**config.mk**
```make
export PLATFORM = sky130hd
export DESIGN_NAME = des_key_sched_ctrl
export DESIGN_NICKNAME = d
export VERILOG_FILES = /design/src/rtl/des_key_sched_ctrl.sv
export SDC_FILE = /design/constraint.sdc
export NUM_CORES = 1
export LEC_CHECK = 0
export ABC_AREA = 1
export CORE_MARGIN = 2
export CORE_UTILIZATION = 56
export DETAILED_ROUTE_END_ITERATION = 6
export GPL_TIMING_DRIVEN = 0
export PLACE_DENSITY = 0.88
export SLEW_MARGIN = 20
export SYNTH_ARGS = -nofsm -noshare
export SYNTH_HDL_FRONTEND = slang
export SYNTH_SLANG_ARGS = --single-unit
```
**constraint.sdc**
```tcl
create_clock -name clk_in -period 5.3 [get_ports clk_in]
set_clock_uncertainty 0.15 [all_clocks]
set_input_delay 1.06 -clock clk_in [delete_from_list [all_inputs] [get_ports clk_in]]
set_output_delay 1.06 -clock clk_in [all_outputs]
set_load 0.005 [all_outputs]
```
**src/rtl/des_key_sched_ctrl.sv**
```systemverilog
// DES key schedule sequencer: rotates the PC-1 C/D halves and offers one round state per handshake.
// Round 0 is valid the cycle after key acceptance; the current round holds while ready is low.
module des_key_sched_ctrl (
    input  logic        clk_in,
    input  logic        rst_n_in,
    input  logic [55:0] sub_key_in,
    input  logic        sub_key_in_valid,
    input  logic        sub_key_err_in,
    input  logic        decrypt_in,
    input  logic        abort_in,
    input  logic        round_key_ready_in,
    output logic [55:0] round_key_out,
    output logic [3:0]  round_idx_out,
    output logic        round_key_valid_out,
    output logic        busy_out,
    output logic        done_out,
    output logic        err_out
);

    typedef enum logic [1:0] {
        ST_IDLE  = 2'd0,
        ST_ROUND = 2'd1,
        ST_DONE  = 2'd2
    } state_t;

    state_t      state_q, state_d;
    logic [55:0] cd_q, cd_d;
    logic [3:0]  idx_q, idx_d;
    logic        dir_q, dir_d;
    logic        err_q, err_d;

    // Decrypt starts from the unrotated key, so its first shift is zero.
    function automatic logic [1:0] shift_amt(input logic [3:0] i, input logic dec);
        logic [1:0] amt;
        if (dec && (i == 4'd0))
            amt = 2'd0;
        else if ((i == 4'd0) || (i == 4'd1) || (i == 4'd8) || (i == 4'd15))
            amt = 2'd1;
        else
            amt = 2'd2;
        return amt;
    endfunction

    function automatic logic [27:0] rot28(input logic [27:0] x, input logic [1:0] n, input logic dec);
        logic [27:0] r;
        case (n)
            2'd1:    r = dec ? {x[0], x[27:1]}   : {x[26:0], x[27]};
            2'd2:    r = dec ? {x[1:0], x[27:2]} : {x[25:0], x[27:26]};
            default: r = x;
        endcase
        return r;
    endfunction

    function automatic logic [55:0] rot_cd(input logic [55:0] cd, input logic [1:0] n, input logic dec);
        return {rot28(cd[55:28], n, dec), rot28(cd[27:0], n, dec)};
    endfunction

    always_ff @(posedge clk_in or negedge rst_n_in) begin
        if (!rst_n_in) begin
            state_q <= ST_IDLE;
            cd_q    <= '0;
            idx_q   <= '0;
            dir_q   <= 1'b0;
            err_q   <= 1'b0;
        end else begin
            state_q <= state_d;
            cd_q    <= cd_d;
            idx_q   <= idx_d;
            dir_q   <= dir_d;
            err_q   <= err_d;
        end
    end

    always_comb begin
        state_d = state_q;
        cd_d    = cd_q;
        idx_d   = idx_q;
        dir_d   = dir_q;
        err_d   = 1'b0;
        case (state_q)
            ST_IDLE: begin
                if (sub_key_err_in) begin
                    err_d = 1'b1;
                end else if (sub_key_in_valid) begin
                    dir_d   = decrypt_in;
                    cd_d    = rot_cd(sub_key_in, shift_amt(4'd0, decrypt_in), decrypt_in);
                    idx_d   = 4'd0;
                    state_d = ST_ROUND;
                end
            end
            ST_ROUND: begin
                // Abort wins over a same-cycle handshake; that round is not consumed.
                if (abort_in) begin
                    state_d = ST_IDLE;
                end else if (round_key_ready_in) begin
                    if (idx_q == 4'd15) begin
                        state_d = ST_DONE;
                    end else begin
                        idx_d = idx_q + 4'd1;
                        cd_d  = rot_cd(cd_q, shift_amt(idx_q + 4'd1, dir_q), dir_q);
                    end
                end
            end
            ST_DONE: state_d = ST_IDLE;
            default: state_d = ST_IDLE;
        endcase
    end

    assign round_key_out       = cd_q;
    assign round_idx_out       = idx_q;
    assign round_key_valid_out = (state_q == ST_ROUND);
    assign busy_out            = (state_q == ST_ROUND);
    assign done_out            = (state_q == ST_DONE);
    assign err_out             = err_q;

endmodule

```
Word-level counts from Yosys, hierarchy flattened
Index checks and enable logic that the tools add are counted.
Operators by class
  shifts and indexed selects: 0
  mux-type cells: 42
  reductions and logical operators: 11
  equality and inequality tests: 18
  add/sub/neg operators: 1
  magnitude comparators: 0
  multipliers: 0
  divide/modulo/power cells: 0
  bitwise operators: 1
Operator list (number)
  $mux W56: 5
  $mux W28: 8
  $pmux W28 S2: 4
  $pmux W56 S2: 1
  $mux W2: 14
  $mux W4: 5
  $eq A4 B4 Y1 const B: 3
  $ne A2 B2 Y1 const B: 5
  $pmux W4 S2: 1
  $reduce_and A7 Y1: 1
  $eq A2 B1 Y1 const B: 3
  $eq A2 B2 Y1 const B: 3
  $reduce_and A6 Y1: 1
  $add A4 B1 Y4 const B: 1
  $eq A4 B1 Y1 const B: 1
  $logic_not A4 Y1: 1
  $pmux W2 S2: 1
  $reduce_and A4 Y1: 1
  $logic_or A1 B1 Y1: 3
  $mux W1: 3
  $ne A3 B1 Y1 const B: 1
  $ne A3 B2 Y1 const B: 1
  $ne A3 B3 Y1 const B: 1
  $reduce_and A3 Y1: 1
  other kinds (4): 4
Word-level totals
  memories kept: 0
  bits of input ports: 63
  register bits after elaboration: 64
  bits in latches: 0
  memory bits (read-only): 0
  bits in writable memories: 0

Longest topological paths before layout
  word-level depth: 17
  depth in mapped cells: 12
  mapped depth without buffers: 10

Worst setup path before layout
Ideal clock, no wire load.
  path type: flip-flop to output port
  start: register state_q[1]
  end: output port round_key_valid_out
  stages on the path, launching flop included: 7
  slack: 2975 ps
  buffers on the path: 3
  required time: 4090 ps
  data arrival time: 1115 ps
  cell sequence: dfrtp_1 -> inv_1 -> nand2_2 -> inv_2 -> buf_2 -> buf_2 -> buf_4
On the way
  longest elaborated chain between the ends: 1
RTL lines
  from (decl): line 26  | state_t state_q, state_d;
  from (signal assigned): line 66  | state_q <= state_d;
  $eq A2 B1 Y1
  to (decl): line 14  | output logic round_key_valid_out,
Every way passes these cells.

Final worst setup path
  start: register state_q[1]
  end: output port round_key_valid_out
On the way
  longest elaborated chain between the ends: 1
RTL lines
  $eq A2 B1 Y1: line 111  | assign round_key_valid_out = (state_q == ST_ROUND);
Every way passes these cells.

==> flow_metrics.py <==
metrics = {
    "sta": {
        "min_period_ns": 3.53,
        "rsz0062_at_grt": "false",
        "fmax_mhz": 283,
        "fin_crit_sh": 0.667,
        "tightest_slew_ns": 0.560,
        "slew_headroom": 0.626,
        "drv_slew": 0,
        "finalHoldViolCount": 0,
        "finalSetupTns_ns": 0,
        "setup_viol": 0,
    },
    "clock_tree": {
        "root_buffer": "clkbuf_8",
        "numCtsBuffers": 9,
        "clockBufferDepth": 2,
        "cts_repair_resize_count": 0,
        "h-tree-depth": 3,
        "insertion_delay_ns": 0.37,
        "cts-hold-fix-buffers": 0,
        "cts_sinks": 64,
        "cts_setup_buffers": 0,
        "clk_pin_slew_ns": 0.08,
        "cts_tree": "yes",
    },
    "routing": {
        "dr.first_iter.drc_count": 661,
        "dr.max_layer_used": "met4",
        "wirelength_um": 18000,
        "dr_total_vias": 7000,
        "post-route-drc-count": 0,
        "met2_length_um": 8640,
        "drt-met1-wl_um": 7230,
        "antenna_left": 0,
        "viasPerCell": 5.84,
        "post_drt_wl_per_cell_um": 15.0,
        "detail_route.first_pass.iterations": 6,
        "wl_met3_um": 1560,
    },
    "yosys": {
        "synth-seq-cells": 64,
        "ys_seq_area_frac": 0.284,
        "syn-cell-area_mm2": 0.00563,
        "postSynthAreaPerCell_um2": 6.11,
        "syn_nets": 988,
        "yosysWarnings": 0,
        "synthDistinctLibCells": 23,
        "synthCells": 922,
    },
    "layout": {
        "drive_above_1_share": 0.0939,
        "fin_nets": 1126,
        "finalNonFillerCells": 1198,
        "diodes": 0,
        "synthToLayoutAreaGrowth_pct": 28.7,
        "finish.utilization": 0.742,
        "design_area_mm2": 0.00725,
    },
    "setup_path": {
        "worstPathArrival_ns": 2.32,
        "start_kind": "register",
        "r2r_setup_slack_ns": 2.94,
        "path_depth": 7,
        "r2r_cells": 7,
        "path_max_fanout": 11,
        "path_class": "reg -> out",
        "crit_family": "buffers and inverters",
        "crit_path_top_delay_cell": "clkdlybuf4s50_1",
        "cp_common_cell": "buf_2",
        "cp.required_ns": 4.09,
        "crit_chain": "inv_1, nand2_2, inv_2, buf_2, buf_2, buf_4, clkdlybuf4s50_1",
        "slowest_delay_ns": 0.49,
        "end_kind": "output pin",
        "cp_num_buf_inv": 6,
    },
    "global_routing": {
        "grt_max_degree": 42,
        "grt_pass1_wl_um": 30000,
        "globalRouteTotalUtil": 0.331,
        "overflow": 0,
        "grt_pass1_vias": 6333,
        "antenna_found_initial": 0,
    },
    "hold_path": {
        "hold_path.class": "reg -> reg",
        "hold_depth": 1,
    },
    "placed_design": {
        "dp_hpwl_um": 12700,
        "dp_cells": 1182,
        "routabilityCongestion": 0.953,
        "place_area_mm2": 0.00708,
        "port-buffer-count": 126,
    },
    "run_status": {
        "outcome": "complete, no violations",
    },
    "floorplanning": {
        "initial_core_util": 0.576,
        "die_h_um": 104,
        "pin_count": 127,
        "dieWidth_um": 104,
        "rows": 36,
        "core_area_mm2": 0.00977,
        "floorplan.die_area_mm2": 0.0109,
    },
    "flow_run": {
        "cap_viol_max_count": 0,
    },
    "power_and_ir_drop": {
        "peakVddDrop_mv": 0.208,
        "powerDensity_mw_per_mm2": 394,
        "leakagePower_uw": 0.00335,
    },
}
final cells by class:
cell class	instances	area [um2]
Clock buffer	11	141
Tap cell	133	166
Fill cell	858	2520
Sequential cell	64	1600
Timing Repair Buffer	127	1280
Inverter	70	263
Buffer	79	405
Clock inverter	5	32.5
Multi-Input combinational cell	709	3360
cell families after synthesis:
kind of cell,Yosys count,share of synthesized area
buffers and inverters,149,0.119
flip-flops,64,0.284
AND/OR/NAND/NOR,476,0.373
adder cells (fa/ha/maj),3,0.00666
AO/OA/AOI/OAI,230,0.218
placed cells by master (no fill, tap or decap), types with 20 or more instances in the layout:
cell type,synthesis,layout
nor2_2,21,21
nand3_1,62,62
a21oi_1,204,204
nand4_1,59,59
inv_1,67,67
nor2_1,96,96
nand2_1,229,229
clkbuf_1,39,40
buf_2,21,21
a21oi_2,20,20
dfrtp_1,64,64
clkdlybuf4s50_1,0,125
flip-flops by register name, summed over array words and instances, names as in the netlist:
signal and cells:
round_idx_out 4, err_out 1, round_key_out 56, state_q 2, dir_q 1
synth_stat cells:
cell type | instances | area share
nand3_1 | 62 | 0.055
a21oi_2 | 20 | 0.031
dfrtp_1 | 64 | 0.28
clkbuf_1 | 39 | 0.026
buf_1 | 7 | 0.0047
a21oi_1 | 204 | 0.18
o21ai_0 | 5 | 0.0044
inv_2 | 3 | 0.0020
nand2_2 | 3 | 0.0033
inv_1 | 67 | 0.045
nor4_1 | 1 | 0.0011
buf_4 | 2 | 0.0027
nor2_2 | 21 | 0.023
nand4_1 | 59 | 0.066
nand2_4 | 2 | 0.0040
ha_1 | 3 | 0.0067
o22ai_1 | 1 | 0.0011
buf_6 | 10 | 0.020
nand3_2 | 1 | 0.0018
buf_2 | 21 | 0.019
nor2_1 | 96 | 0.064
nor3_1 | 2 | 0.0018
nand2_1 | 229 | 0.15
where the power goes:
part	total, uW	switching [uW]	internal (uW)
Sequential	896	258	637
Combinational	1560	813	744
Clock	404	223	181
Total	2860	1290	1560
path summary, 6_finish.rpt:
| kind | from | endpoint |
|---|---|---|
| setup / recovery | state_q[1]$_DFFE_PN0P_ | round_key_valid_out |
| hold / removal | state_q[1]$_DFFE_PN0P_ | err_out$_DFF_PN0_ |
| setup reg to reg | round_idx_out[0]$_DFFE_PN0P_ | round_key_out[19]$_DFFE_PN0P_ |
| hold reg to reg | state_q[1]$_DFFE_PN0P_ | err_out$_DFF_PN0_ |
| max in group asynchronous | rst_n_in | round_key_out[30]$_DFFE_PN0P_ |
| min in group asynchronous | rst_n_in | round_key_out[6]$_DFFE_PN0P_ |
worst reg2reg max path: cells and delay by family, from the launching register on:
| family | cells | cell delay [ns] |
|---|---|---|
| compound gates | 1 | 0.06 |
| fa+ha+maj | 1 | 0.28 |
| buf+inv | 2 | 0.87 |
| flops | 1 | 0.47 |
| simple gates | 3 | 0.41 |
metrics by stage:
stage,setup WS (ns),power (uW),hold slack [ns]
after floorplan,2.98,1790,0.278
after global placement,0.809,2390,0.296
after detailed placement,2.17,2420,0.303
after CTS,1.77,2820,0.313
after global routing,1.64,3080,0.324
final,1.77,2860,0.312
routing by layer:
| metal | track usage | vias up |
|---|---|---|
| li1 | - | 3346 |
| met1 | 0.437 | 3184 |
| met2 | 0.537 | 414 |
| met3 | 0.0558 | 56 |
| met4 | 0.136 | 0 |
| met5 | 0 | - |
Note: power is estimated with default switching activity, not from simulation.
